File: src/rtl/alu_arb_pkg.sv
// Shared types and constants for the ALU arbiter slice.
//   state_t : arbiter FSM states
//   OP_*    : ALU opcode encodings carried on req_sel / alu_sel
//   OPND_W  : operand width, RES_W : ALU result width, N_REQ : requester count
package alu_arb_pkg;

  typedef enum logic [1:0] {
    IDLE = 2'd0,
    EXEC = 2'd1,
    RESP = 2'd2
  } state_t;

  localparam logic [1:0] OP_ADD = 2'b00;
  localparam logic [1:0] OP_SUB = 2'b01;
  localparam logic [1:0] OP_MUL = 2'b10;
  localparam logic [1:0] OP_SHR = 2'b11;

  localparam int OPND_W = 16;
  localparam int RES_W  = 32;
  localparam int N_REQ  = 2;

endpackage

File: src/rtl/alu_arbiter_rr_arb2.sv
// Two-way combinational grant selector.
// Ports:
//   req        : request vector, bit i = requester i
//   last_grant : requester that won the previous arbitration
//   fixed_pri  : 1 = requester 0 always wins a tie, 0 = alternate on ties
//   grant      : index of the winner (0 when nobody requests)
module rr_arb2 (
  input  logic [1:0] req,
  input  logic       last_grant,
  input  logic       fixed_pri,
  output logic       grant
);

  always_comb begin
    grant = 1'b0;
    if (req == 2'b11) begin
      grant = fixed_pri ? 1'b0 : ~last_grant;
    end else if (req == 2'b10) begin
      grant = 1'b1;
    end
  end

endmodule

File: src/rtl/alu_arbiter.sv
// Shares one ALU_16bit between two requesters. One operation in flight:
// arbitrate, drive the ALU, wait ALU_LATENCY, capture the result and hand
// it back on the owner's response channel.
// Build option: define ALU_ARB_FIXED_PRIORITY_EN to make requester 0 win
// every tie (no last-grant register); otherwise ties alternate.
// Ports:
//   clk, reset (async, active low)
//   req_valid/req_ready/req_a/req_b/req_sel : per-requester request channel
//   rsp_valid/rsp_ready/rsp_data/rsp_err    : per-requester response channel
//   alu_a/alu_b/alu_sel/alu_reset           : to the ALU
//   alu_out/alu_selected_op                 : from the ALU
//   busy                                    : FSM not in IDLE
//
// state | meaning
// IDLE  | arbitrating, req_ready offered to the winner
// EXEC  | operands held on the ALU, latency counter running down
// RESP  | result captured, rsp_valid held until owner's rsp_ready
module alu_arbiter
  import alu_arb_pkg::*;
#(
  parameter int ALU_LATENCY = 1
) (
  input  logic                    clk,
  input  logic                    reset,
  input  logic [N_REQ-1:0]        req_valid,
  output logic [N_REQ-1:0]        req_ready,
  input  logic [N_REQ*OPND_W-1:0] req_a,
  input  logic [N_REQ*OPND_W-1:0] req_b,
  input  logic [2*N_REQ-1:0]      req_sel,
  output logic [N_REQ-1:0]        rsp_valid,
  input  logic [N_REQ-1:0]        rsp_ready,
  output logic [RES_W-1:0]        rsp_data,
  output logic                    rsp_err,
  output logic [OPND_W-1:0]       alu_a,
  output logic [OPND_W-1:0]       alu_b,
  output logic [1:0]              alu_sel,
  output logic                    alu_reset,
  input  logic [RES_W-1:0]        alu_out,
  input  logic [1:0]              alu_selected_op,
  output logic                    busy
);

  localparam logic [2:0] LAT_LD = 3'(ALU_LATENCY);

  state_t     state;
  logic       owner;
  logic [2:0] cnt;
  logic       grant;
  logic       rr_last;
  logic       accept;

`ifdef ALU_ARB_FIXED_PRIORITY_EN
  localparam logic FIXED_PRI = 1'b1;
  assign rr_last = 1'b0;
`else
  localparam logic FIXED_PRI = 1'b0;
  logic last_grant;
  assign rr_last = last_grant;
`endif

  rr_arb2 u_arb (
    .req        (req_valid),
    .last_grant (rr_last),
    .fixed_pri  (FIXED_PRI),
    .grant      (grant)
  );

  // Gated by reset so nothing is offered while the block is held in reset.
  always_comb begin
    req_ready = '0;
    if (state == IDLE && reset && req_valid != '0) begin
      req_ready[grant] = 1'b1;
    end
  end

  assign accept    = |(req_valid & req_ready);
  assign alu_reset = ~reset;
  assign busy      = (state != IDLE);

  always_ff @(posedge clk or negedge reset) begin
    if (!reset) begin
      state     <= IDLE;
      owner     <= 1'b0;
      cnt       <= '0;
      rsp_valid <= '0;
      rsp_data  <= '0;
      rsp_err   <= 1'b0;
      alu_a     <= '0;
      alu_b     <= '0;
      alu_sel   <= '0;
    end else begin
      case (state)
        IDLE: begin
          if (accept) begin
            alu_a   <= req_a[{grant, 4'b0000} +: OPND_W];
            alu_b   <= req_b[{grant, 4'b0000} +: OPND_W];
            alu_sel <= req_sel[{grant, 1'b0} +: 2];
            owner   <= grant;
            cnt     <= LAT_LD;
            state   <= EXEC;
          end
        end
        EXEC: begin
          // Terminal count: the ALU output has settled for this operand set.
          if (cnt == 3'd0) begin
            rsp_data  <= alu_out;
            rsp_err   <= (alu_selected_op != alu_sel);
            rsp_valid <= owner ? 2'b10 : 2'b01;
            state     <= RESP;
          end else begin
            cnt <= cnt - 3'd1;
          end
        end
        RESP: begin
          if (rsp_ready[owner]) begin
            rsp_valid <= '0;
            state     <= IDLE;
          end
        end
        default: state <= IDLE;
      endcase
    end
  end

`ifndef ALU_ARB_FIXED_PRIORITY_EN
  always_ff @(posedge clk or negedge reset) begin
    if (!reset) begin
      last_grant <= 1'b1;
    end else if (state == IDLE && accept) begin
      last_grant <= grant;
    end
  end
`endif

endmodule

File: config.mk
export PLATFORM = sky130hd
export DESIGN_NAME = alu_arbiter
export DESIGN_NICKNAME = d
export VERILOG_FILES = /design/src/rtl/alu_arb_pkg.sv /design/src/rtl/alu_arbiter_rr_arb2.sv /design/src/rtl/alu_arbiter.sv
export SDC_FILE = /design/constraint.sdc
export NUM_CORES = 1
export LEC_CHECK = 0
export BUFFER_PORTS_ARGS = -buffer_cell sky130_fd_sc_hd__buf_2
export CAP_MARGIN = 20
export CORE_MARGIN = 4
export CORE_UTILIZATION = 45
export CTS_BUF_LIST = sky130_fd_sc_hd__clkbuf_16
export CTS_CLUSTER_DIAMETER = 60
export DETAILED_ROUTE_END_ITERATION = 10
export GPL_ROUTABILITY_DRIVEN = 0
export PLACE_DENSITY = 0.78
export RECOVER_POWER = 25
export SYNTH_ARGS = -nofsm -noshare
export SYNTH_HDL_FRONTEND = slang
export SYNTH_HIERARCHICAL = 1
export SYNTH_SLANG_ARGS = --single-unit
File: constraint.sdc
create_clock -name clk -period 6.1 [get_ports clk]
set_clock_uncertainty 0.1 [all_clocks]
set_input_delay 0.305 -clock clk [delete_from_list [all_inputs] [get_ports clk]]
set_output_delay 0.305 -clock clk [all_outputs]
set_load 0.02 [all_outputs]
==> summary.txt <==
Run status
  • Status: finished, violations left
  • Failing checks: capacitance limit, slew limit

Setup path
  • CP Capture Type: flop
  • CP max stage cell: clkbuf_1
  • WP data required: roughly 6 ns
  • Critical R2R Capture: alu_b[7]$_DFFE_PN0P_
  • Critical R2R Launch: last_grant$_DFFE_PN1P_
  • Cell Chain, Critical Path: dlygate4sd3_1 -> clkbuf_1 -> nor3b_4 -> buf_4 -> and2_4 -> a21oi_1
  • Delay-heaviest family, CP: buffers and inverters
  • Startpoint types: primary input
  • Flop2flop setup slack: roughly 2.9 ns
  • CP arrival: 4.11 ns
  • R2R depth: 5
  • Crit path max fanout: 41
  • Max stage delay on crit path: roughly 1.5 ns
  • Critical path buffers and inverters: 3
  • Worst setup path category: in2reg

Clock network
  • CTS sink cnt: 76
  • Clk pin slew, worst setup/hold paths: about 0.060 ns
  • CTS tree: yes
  • Post-CTS Setup Inserts: 0
  • Worst-case clock buffer depth: 2
  • CTS Buf Count: 9
  • Worst-skew pair later-pin latency: 0.32 ns
  • H-tree depth: 3
  • # resized after CTS: 0
  • Root buf cell: clkbuf_16

Synthesis
  • Netlist cell types: 36
  • Dominant cell type by area after synthesis: dfrtp_1
  • Synthesized area per cell: approximately 11 µm²
  • Synth top area share: 0.4967
  • Synth Register Bits: 76
  • Synth top area cells: dfrtp_1 (50%), a21oi_4 (13%), nand2_1 (9.8%)
  • Main flop type after synthesis: dfrtp_1
  • Number of enable flip-flop cells after synthesis: 0
  • Synthesized Nets: roughly 460
  • Fraction of the yosys area taken by sequential cells: 0.5036
  • Cells after synthesis: 349
  • Ys async rst share: 1.000
  • Post-Syn Area: between 0.003 and 0.004 mm²
  • Synthesis Warnings: 6

Global route
  • M2 GR Usage: 0.2893
  • Initial antenna violation count: 0
  • Gr ovfl total: 0
  • Overall Global Routing Usage: 0.1767
  • Number of global-route vias before repair: 3026
  • Busiest grt layer: met2
  • First-pass GRT wire length: between 10000 and 15000 µm
  • GR Util met3: 0.04208
  • M1 GR Usage: 0.2317
  • Largest net degree at the start of global routing: 42

Power and ir drop
  • Pwr dens: 544.8 mW/mm²
  • Peak VDD IR: ~0.00021 V
  • Leakage: 2.435 nW

Die
  • Die width: 99.64 µm
  • Die span in y: roughly 100 µm
  • Core area: ~0.0082 mm²
  • Rows: 33
  • Initial Util: 0.4622
  • DIE AREA: 0.009927 mm²
  • IO Count: 181

Timing
  • Setup Viol. Count Final: 0
  • Max-slew violation total from the final report: 40
  • RSZ-0062 raised after global routing: no
  • Slew @ Worst Pin: 2.037 ns
  • PnR worst setup slack: 2.044 ns
  • Tcrit/Tclk final: 0.6649
  • Post-layout min period: 4.056 ns
  • Slew margin rel.: -0.3578
  • Worst hold slack: 0.06964 ns
  • Maximum clock rate: between 200 and 250 MHz
  • Final hold vios: 0
  • Setup TNS: 0 ns

Detailed routing
  • DRC: 0
  • Drt first-iter violations: between 80 and 90
  • Initial DRT Pass Iterations: 4
  • Wire per inst: roughly 14 µm
  • Vias per cell: 4.916
  • DR vias: a little over 3000
  • Aggregate routed wire length: ~8900 µm
  • Post-DRT Antenna Nets: 0

Hold path
  • Hold Path Depth: 3
  • Hold crit path type: in2reg
  • WHS Endpoint: rsp_data[20]$_DFFE_PN0P_
  • Hold path start: alu_out[20]

Job
  • Max cap viols: 1

Final layout
  • Share of layout cells above drive strength 1: 0.4076
  • Fin nets: 630
  • Antenna diode count: 0
  • Fill count: 687
  • Area Overhead vs Synth: 33.15%

Placed design
  • DP Worst Slack: around 2.8 ns
  • DP Wirelength: roughly 6500 µm
  • IO buf count: 180
==> stage by stage <==
step                      cell area [µm²]    util  power, mW  instances
final                                5031  0.6154      2.741        630
after global routing                 5031  0.6154      2.926        630
after CTS                            5060  0.6189      2.793        630
after detailed placement             4710  0.5761      2.187        613
after global placement               4710  0.5761      2.146        613
after floorplan                      3779       -      1.786        349
==> kinds of logic (layout without fill, tap and decap cells) <==
kind of cell	after synthesis	after routing	share of synthesized area
xor gates and xnor gates	2	2	0.004637
and+or+nand+nor	116	116	0.1298
buffers and inverters	30	206	0.04636
adders and majority gates	2	2	0.006621
DFF	76	76	0.5036
muxes	36	36	0.09669
other	1	1	0.0009924
AOI/OAI and AO/OA	86	86	0.2113
==> repair_timing <==
action,in CTS,in global routing
hold buffers,1,0
setup endpoints to repair,0,0
endpoints found under the hold margin,35,0
==> power breakdown <==
group	switching, mW	internal (mW)	leakage, nW
logic	0.788	0.443	1.39
registers	0.160	0.757	0.880
clock network	0.195	0.398	0.163
==> layout by cell type (no fill, tap or decap), types with 2 or more instances in the layout <==
master	instances
a31oi_1	2
a21oi_4	30
o2bb2ai_1	2
nor2_1	4
bufinv_16	3
o21ai_1	3
a221oi_1	2
a31o_1	2
dfrtp_1	75
a21oi_1	42
buf_2	159
ha_1	2
mux2i_1	35
nand2_1	99
xnor2_1	2
inv_1	5
nand3b_1	2
buf_4	4
clkbuf_1	21
nand2b_1	2
clkbuf_16	9
==> cells in the mapped netlist, types with 2 or more instances <==
library cell / instances
xnor2_1: 2
nand2_1: 99
buf_6: 2
a31o_1: 2
o2bb2ai_1: 2
a31oi_1: 2
dfrtp_1: 75
nand3b_1: 2
ha_1: 2
nor2_1: 4
a21oi_4: 30
buf_8: 3
clkbuf_1: 8
a221oi_1: 2
buf_2: 11
o21ai_1: 3
a21oi_1: 42
nand2b_1: 2
inv_1: 5
mux2i_1: 35
==> routing by layer <==
layer	wire (µm)	part of all wire	up-vias
met5	0	0	-
met4	92	0.010	0
met3	756	0.085	8
met2	4252	0.48	122
met1	3771	0.43	1453
li1	-	-	1514
==> registers in the layout, summed over array words and instances, names as in the netlist, 2 cells and up <==
| register | cells |
|---|---|
| alu_sel | 2 |
| state | 2 |
| alu_a | 16 |
| rsp_data | 32 |
| cnt | 3 |
| alu_b | 16 |
| rsp_valid | 2 |
==> tightest hold or removal path, delay by kind of cell <==
family | cells | cell delay [ns]
AND/OR/NAND/NOR | 2 | 0.08
buffers and inverters | 1 | 0.07
==> area by class of cell <==
type | instances | area, µm² | area share
flip-flops and latches | 76 | 1903 | 0.3783
multi-input cells | 243 | 1723 | 0.3425
repair buffers | 185 | 914.6 | 0.1818
clock buffers | 9 | 225.2 | 0.04476
well taps | 105 | 131.4 | 0.02611
clock inverters | 7 | 115.1 | 0.02288
inverters | 5 | 18.77 | 0.003730
==> how the worst max path moves through the flow <==
| stage | from | end | depth (start not counted) |
|---|---|---|---|
| CTS | last_grant$_DFFE_PN1P_ | cnt[2]$_DFFE_PN0P_ | 5 |
| global placement | req_valid[0] | cnt[2]$_DFFE_PN0P_ | 6 |
| finish | reset | alu_b[7]$_DFFE_PN0P_ | 6 |
| floorplan | last_grant$_DFFE_PN1P_ | req_ready[1] | 6 |
| global route | reset | cnt[2]$_DFFE_PN0P_ | 6 |
| detailed placement | req_valid[0] | cnt[2]$_DFFE_PN0P_ | 6 |
No activity file was read; power rests on OpenSTA's default activity.
